--- src/rtl/dct_transpose_buffer.sv ---
// Ping-pong 8x8 transpose buffer between the row and column 1D-DCT stages.
// Blocks are written row-major into one bank while the other bank replays column-major.
module dct_transpose_buffer #(
   parameter int DATA_W     = 16,
   parameter int NUM_BLOCKS = 256
) (
   input  logic              clk_i,
   input  logic              reset_i,
   input  logic              in_valid_i,
   output logic              in_ready_o,
   input  logic [DATA_W-1:0] in_data_i,
   output logic              out_valid_o,
   input  logic              out_ready_i,
   output logic [DATA_W-1:0] out_data_o,
   output logic              out_last_o,
   output logic              frame_done_o
);

   localparam int               BLK_W    = (NUM_BLOCKS > 1) ? $clog2(NUM_BLOCKS) : 1;
   localparam logic [BLK_W-1:0] BLK_LAST = BLK_W'(NUM_BLOCKS - 1);

   logic [DATA_W-1:0] mem_q [2][64];

   logic [1:0]       full_q,  full_d;
   logic             wbank_q, wbank_d;
   logic             rbank_q, rbank_d;
   logic [5:0]       wcnt_q,  wcnt_d;
   logic [5:0]       rcnt_q,  rcnt_d;
   logic [BLK_W-1:0] blk_q,   blk_d;
   logic             fdone_q, fdone_d;

   logic       wr_en;
   logic       rd_en;
   logic [5:0] raddr;

   assign in_ready_o   = ~full_q[wbank_q];
   assign wr_en        = in_valid_i & in_ready_o;
   assign out_valid_o  = full_q[rbank_q];
   assign rd_en        = out_valid_o & out_ready_i;
   // Swapping the counter halves turns a row-major address into column-major order.
   assign raddr        = {rcnt_q[2:0], rcnt_q[5:3]};
   assign out_data_o   = mem_q[rbank_q][raddr];
   assign out_last_o   = out_valid_o & (rcnt_q == 6'd63);
   assign frame_done_o = fdone_q;

   always_comb begin
      full_d  = full_q;
      wbank_d = wbank_q;
      rbank_d = rbank_q;
      wcnt_d  = wcnt_q;
      rcnt_d  = rcnt_q;
      blk_d   = blk_q;
      fdone_d = 1'b0;
      if (wr_en) begin
         wcnt_d = wcnt_q + 6'd1;
         if (wcnt_q == 6'd63) begin
            full_d[wbank_q] = 1'b1;
            wbank_d         = ~wbank_q;
         end
      end
      // Set and clear always target different banks, so both updates can land together.
      if (rd_en) begin
         rcnt_d = rcnt_q + 6'd1;
         if (rcnt_q == 6'd63) begin
            full_d[rbank_q] = 1'b0;
            rbank_d         = ~rbank_q;
            if (blk_q == BLK_LAST) begin
               blk_d   = '0;
               fdone_d = 1'b1;
            end else begin
               blk_d = blk_q + 1'b1;
            end
         end
      end
   end

   always_ff @(posedge clk_i) begin
      if (reset_i) begin
         full_q  <= '0;
         wbank_q <= 1'b0;
         rbank_q <= 1'b0;
         wcnt_q  <= '0;
         rcnt_q  <= '0;
         blk_q   <= '0;
         fdone_q <= 1'b0;
      end else begin
         full_q  <= full_d;
         wbank_q <= wbank_d;
         rbank_q <= rbank_d;
         wcnt_q  <= wcnt_d;
         rcnt_q  <= rcnt_d;
         blk_q   <= blk_d;
         fdone_q <= fdone_d;
      end
   end

   // Bank contents are deliberately not reset.
   always_ff @(posedge clk_i) begin
      if (wr_en) mem_q[wbank_q][wcnt_q] <= in_data_i;
   end

endmodule
--- config.mk ---
export PLATFORM = sky130hd
export DESIGN_NAME = dct_transpose_buffer
export DESIGN_NICKNAME = d
export VERILOG_FILES = /design/src/rtl/dct_transpose_buffer.sv
export SDC_FILE = /design/constraint.sdc
export NUM_CORES = 2
export LEC_CHECK = 0
export ABC_AREA = 0
export CAP_MARGIN = 20
export CORE_MARGIN = 3
export CORE_UTILIZATION = 60
export DETAILED_ROUTE_END_ITERATION = 16
export HOLD_SLACK_MARGIN = 0.1
export PLACE_DENSITY = 0.76
export SLEW_MARGIN = 20
export SYNTH_ARGS = -nofsm -noshare
export SYNTH_HDL_FRONTEND = slang
export SYNTH_SLANG_ARGS = --single-unit
--- constraint.sdc ---
create_clock -name clk_i -period 4 [get_ports clk_i]
set_clock_uncertainty 0.1 [all_clocks]
set_input_delay 0.6 -clock clk_i [delete_from_list [all_inputs] [get_ports clk_i]]
set_output_delay 0.6 -clock clk_i [all_outputs]
set_load 0.02 [all_outputs]
# Yosys cells after proc, flatten, opt, wreduce, memory -nomap -nowiden
# Memory sizes are Yosys's and may differ from the RTL's. A register that Yosys moved wholly into a read port is not among the register bits.
# Cells that the tools add are included.
# totals
register_bits,25
ram_bits,2048
inputBits,20
out_inout_bits,20
elab_cells,63
mem_count,1
# mem_list
memory,depth,width,rd,rd_ports_with_merged_regs,write_ports,line,source
mem_q,2,1024,1,1,1,22,logic [DATA_W-1:0] mem_q [2][64];
# op_classes
n_addsub,3
magnitude_cmp,7
n_eq_ne,3
muxes,23
bitwise_logic,13
n_reduce_logical,6
# op_table
op,count
$mux 1024,1
$bmux 16 s6,1
$demux 16 s6,1
$mux 16,3
$ge 7x7->1 const B,2
$not 6->7,2
$add 6x1->6 const B,2
$eq 6x6->1 const B,2
$mux 1,10
$add 8x1->8 const B,1
$eq 8x8->1 const B,1
$mux 2,4
$mux 8,1
$lt 7x1->1 const B,1
$not 1->1,5
$lt 1x2->1 const B,2
$reduce_and 2->1,2
$and 1x1->1,3
$logic_and 1x1->1,3
$reduce_or 3->1,1
$and 2x2->2,1
$demux 1 s1,2
$ge 1x1->1 const B,2
$not 2->2,1
$or 2x2->2,1

# Depth between registers and ports, before layout
# depth
ltp_word,10
depth_mapped,12
mapped_depth_nobuf,7

# Least setup slack after synthesis
# Ideal clock, no wire load.
# synth_timing
path_kind,register to register
start,register wbank_q
end,"memory mem_q[1][304] (netlist name), enable pin"
setup_time_ns,0.389
t_arrival_ns,2.715
required_ns,3.511
path_slack_ns,0.796
stages_incl_launch_ff,9
n_path_buf,3
period_less_slack_ns,3.204
cell_sequence,dfxtp_1 > buf_2 > mux2i_1 > and2_1 > buf_2 > nor2b_1 > nand3b_1 > clkbuf_1 > nor2_1
# synth_via
elab_chain_cells,6
# synth_lines
element,line,source
"start, declared",25,"logic wbank_q, wbank_d;"
"start signal, assigned",88,wbank_q <= wbank_d;
$mux 1 (implied by the code) (2 in a row),36,assign in_ready_o = ~full_q[wbank_q];
$not 1->1,36,
net in_ready_o,10,"output logic in_ready_o,"
$and 1x1->1,37,assign wr_en = in_valid_i & in_ready_o;
$mux 1,99,if (wr_en) mem_q[wbank_q][wcnt_q] <= in_data_i;
$mux 1024 (implied by the code),99,
"end, declared",22,
# The timed path passes the listed nets, and every way through them passes these cells. The select of a mux whose other input is x is not followed.

==> flow_metrics.env <==
export IMPL_status="finished with violations"
export IMPL_violations="negative setup slack"
export IMPL_nets=4485
export IMPL_hold_viol_final=0
export IMPL_grt_first_pass_wirelength_mm=304
export IMPL_ys_ff_latch=2074
export IMPL_post_route_period_util_pct=109
export IMPL_synth_seq_area_share_pct=77.1
export IMPL_wl_met3_mm=26.8
export IMPL_synth_edf_count=2048
export IMPL_rows=133
export IMPL_instances_no_fill=6376
export IMPL_initial_core_util_pct=60.8
export IMPL_slew_violations=0
export IMPL_yosys_top_cells_count="edfxtp_1 (2048), mux2i_1 (381), mux4_2 (332)"
export IMPL_h_tree_depth=4
export IMPL_fmax_ghz=0.230
export IMPL_top_layer="met5"
export IMPL_nFillCells=7352
export IMPL_synth_ff_type="edfxtp_1"
export IMPL_cp_max_fo=7
export IMPL_p_leak_nw=29.1
export IMPL_worst_slew_pin_transition_ns=1.14
export IMPL_critical_path_class="reg2out"
export IMPL_min_path_type="in2reg"
export IMPL_cp_arrival_ns=3.65
export IMPL_drcViolationCount=0
export IMPL_drt_iter0_drc=6249
export IMPL_dpl_hpwl_mm=120
export IMPL_rsz0062_at_grt="yes"
export IMPL_dieHeight_um=372
export IMPL_cts_buffers_inserted=195
export IMPL_area_growth_syn_to_layout_pct=17.5
export IMPL_grt_pass1_vias=42500
export IMPL_synthDistinctLibCells=61
export IMPL_final_util_pct=71.5
export IMPL_synth_top_area_cell="edfxtp_1"
export IMPL_syn_cell_area_um2=80400
export IMPL_postSynth_asyncResetShare_pct=0
export IMPL_synth_top_area_share_pct=76.5
export IMPL_layout_min_cycle_time_ns=4.35
export IMPL_grt_max_degree=129
export IMPL_gr_total_overflow=0
export IMPL_start_kind="flip-flop"
export IMPL_hold_ws_ns=0.153
export IMPL_cts_hold_buf=0
export IMPL_viasPerCell=6.75
export IMPL_avgRoutedWirePerCell_um=33.7
export IMPL_cp_required_ns=3.30
export IMPL_dp_cells=5897
export IMPL_io_buffers=39
export IMPL_ant_nets=0
export IMPL_maxCapViolations=0
export IMPL_die_w_um=372
export IMPL_route_met2_wl_mm=103
export IMPL_yosysMostFrequentCell="edfxtp_1"
export IMPL_ioPinCount=40
export IMPL_yosys_top_cells_area="edfxtp_1 (76%), mux4_2 (9.3%), mux2i_1 (4.7%), a22oi_1 (1.1%), nor2_1 (0.89%)"
export IMPL_cts_tree="built"
export IMPL_tns_ns=-4.62
export IMPL_syn_avg_cell_area_um2=20.4
export IMPL_layout_setup_ws_ns=-0.354
export IMPL_grt_util_all_layers_pct=31.2
export IMPL_synth_cells=3936
export IMPL_root_buffer="clkbuf_16"
export IMPL_clk_path_buf_depth=3
export IMPL_drive_above_1_share_pct=29.1
export IMPL_end_kind="output port"
export IMPL_wl_met1_mm=74.9
export IMPL_route_vias_total=43000
export IMPL_syn_num_nets=3959
export IMPL_power_density_nw_per_um2=449
export IMPL_clock_sinks=2074
export IMPL_gp_congestion=0.892
export IMPL_path_clk_slew_ns=0.06
export IMPL_dr_pass1_iters=6
export IMPL_clk_latency_ns=0.82
export IMPL_placeableCoreArea_um2=132000
export IMPL_die_area_um2=138000
export IMPL_setup_viol=16
export IMPL_antenna_found_initial=5
export IMPL_relSlewSlack_pct=23.8
export IMPL_drt_wl_total_mm=215
export IMPL_irDropWorstVdd_uv=510
export IMPL_ys_warnings_count=0
## kinds of logic after synthesis
family,after synthesis,synth area share (%)
DFF,2074,77.1
muxes,765,14.8
AOI/OAI and AO/OA,448,4.01
and+or+nand+nor,397,2.17
buffers and inverters,231,1.72
xor gates and xnor gates,18,0.196
adders and majority gates,3,0.0467
## routing by layer
metal | GRT usage [%] | vias up
met4 | 13.2 | 6
met5 | 0 | -
met2 | 48.4 | 3074
li1 | - | 17400
met3 | 8.12 | 521
met1 | 42.5 | 22000
## per-stage QoR
stage                     total power [mW]  setup slack [ns]  instance area [um2]
after floorplan                       24.5             0.796                80400
after global routing                  43.4            -0.374                94500
after detailed placement              25.0            -0.171                85300
after CTS                             42.5            -0.346                93600
final                                 42.5            -0.354                94500
after global placement                25.0            -0.104                85300
## worst paths after layout
kind | endpoint | slack [ns] | depth (start not counted) | from
worst max-delay path | out_data_o[8] | -0.35 | 10 | flip-flop
worst min-delay path | mem_q[1][510]$_DFFE_PP_ | 0.15 | 1 | in_data_i[14]
worst max register to register | mem_q[1][407]$_DFFE_PP_ | 0.87 | 8 | wbank_q$_SDFFE_PP0P_
worst min register to register | frame_done_o$_SDFF_PP0_ | 0.39 | 2 | blk_q[7]$_SDFFE_PP0P_
## cells in the final DEF, fill, tap and decap left out, types with 9 or more instances in the layout
cell | Yosys | routed
nand2_1 | 76 | 73
mux2i_1 | 381 | 360
edfxtp_1 | 2048 | 2048
mux2_2 | 45 | 44
buf_6 | 38 | 39
a22o_1 | 21 | 21
o22ai_1 | 29 | 27
o221ai_1 | 21 | 21
clkinv_1 | 0 | 42
buf_16 | 0 | 37
a211oi_1 | 35 | 11
buf_4 | 32 | 403
dfxtp_1 | 26 | 19
clkinv_2 | 0 | 28
a22oi_1 | 120 | 104
o2111ai_1 | 20 | 12
a21boi_0 | 24 | 21
bufinv_16 | 0 | 15
nor2_1 | 190 | 181
o21ai_0 | 29 | 26
clkbuf_1 | 100 | 57
a211oi_2 | 0 | 19
mux4_2 | 332 | 332
mux2i_2 | 0 | 18
a22oi_2 | 0 | 16
clkbuf_16 | 0 | 199
nor3_1 | 21 | 11
xor2_1 | 10 | 10
o211ai_1 | 9 | 9
a2111oi_4 | 0 | 17
buf_12 | 1 | 55
a21oi_1 | 76 | 69
nand3_1 | 59 | 55
## registers in the layout, indices dropped and copies added, names as in the netlist, named ones only
register      flops
full_q            2
rbank_q           1
wbank_q           1
rcnt_q            6
frame_done_o      1
wcnt_q            6
mem_q          2048
blk_q             8
## repair_timing
| action | 4_1_cts | 5_1_grt |
|---|---|---|
| buffers inserted | 54 | 48 |
| pin swaps | 35 | 39 |
| cloned | 22 | 1 |
| setup endpoints to repair | 17 | 16 |
| gates resized for setup | 219 | 103 |
## critical path: stages (launching register included)
cell and delay [ns]:
dfxtp_4 0.41, buf_6 0.14, buf_12 0.17, buf_6 0.12, buf_6 0.10, mux4_2 0.54
a22oi_2 0.26, a21oi_2 0.08, or4_4 0.55, o32a_4 0.29, buf_6 0.16
## where the power goes
part / total [mW] / switching (mW) / leakage [nW] / internal [mW]
Sequential: 23.9 / 0.0139 / 18.6 / 23.9
Clock: 17.9 / 7.80 / 2.97 / 10.1
Combinational: 0.696 / 0.548 / 7.52 / 0.148
## final cells by class
cell class	instances	area (um2)	area share, %
Clock buffer	255	5170	5.47
Multi-Input combinational cell	1631	18200	19.2
Tap cell	1755	2200	2.32
Antenna cell	1	2.50	0.00265
Sequential cell	2074	62000	65.6
Timing Repair Buffer	556	6010	6.36
Inverter	4	15.0	0.0159
Clock inverter	100	922	0.975
No activity file was read; power rests on OpenSTA's default activity.
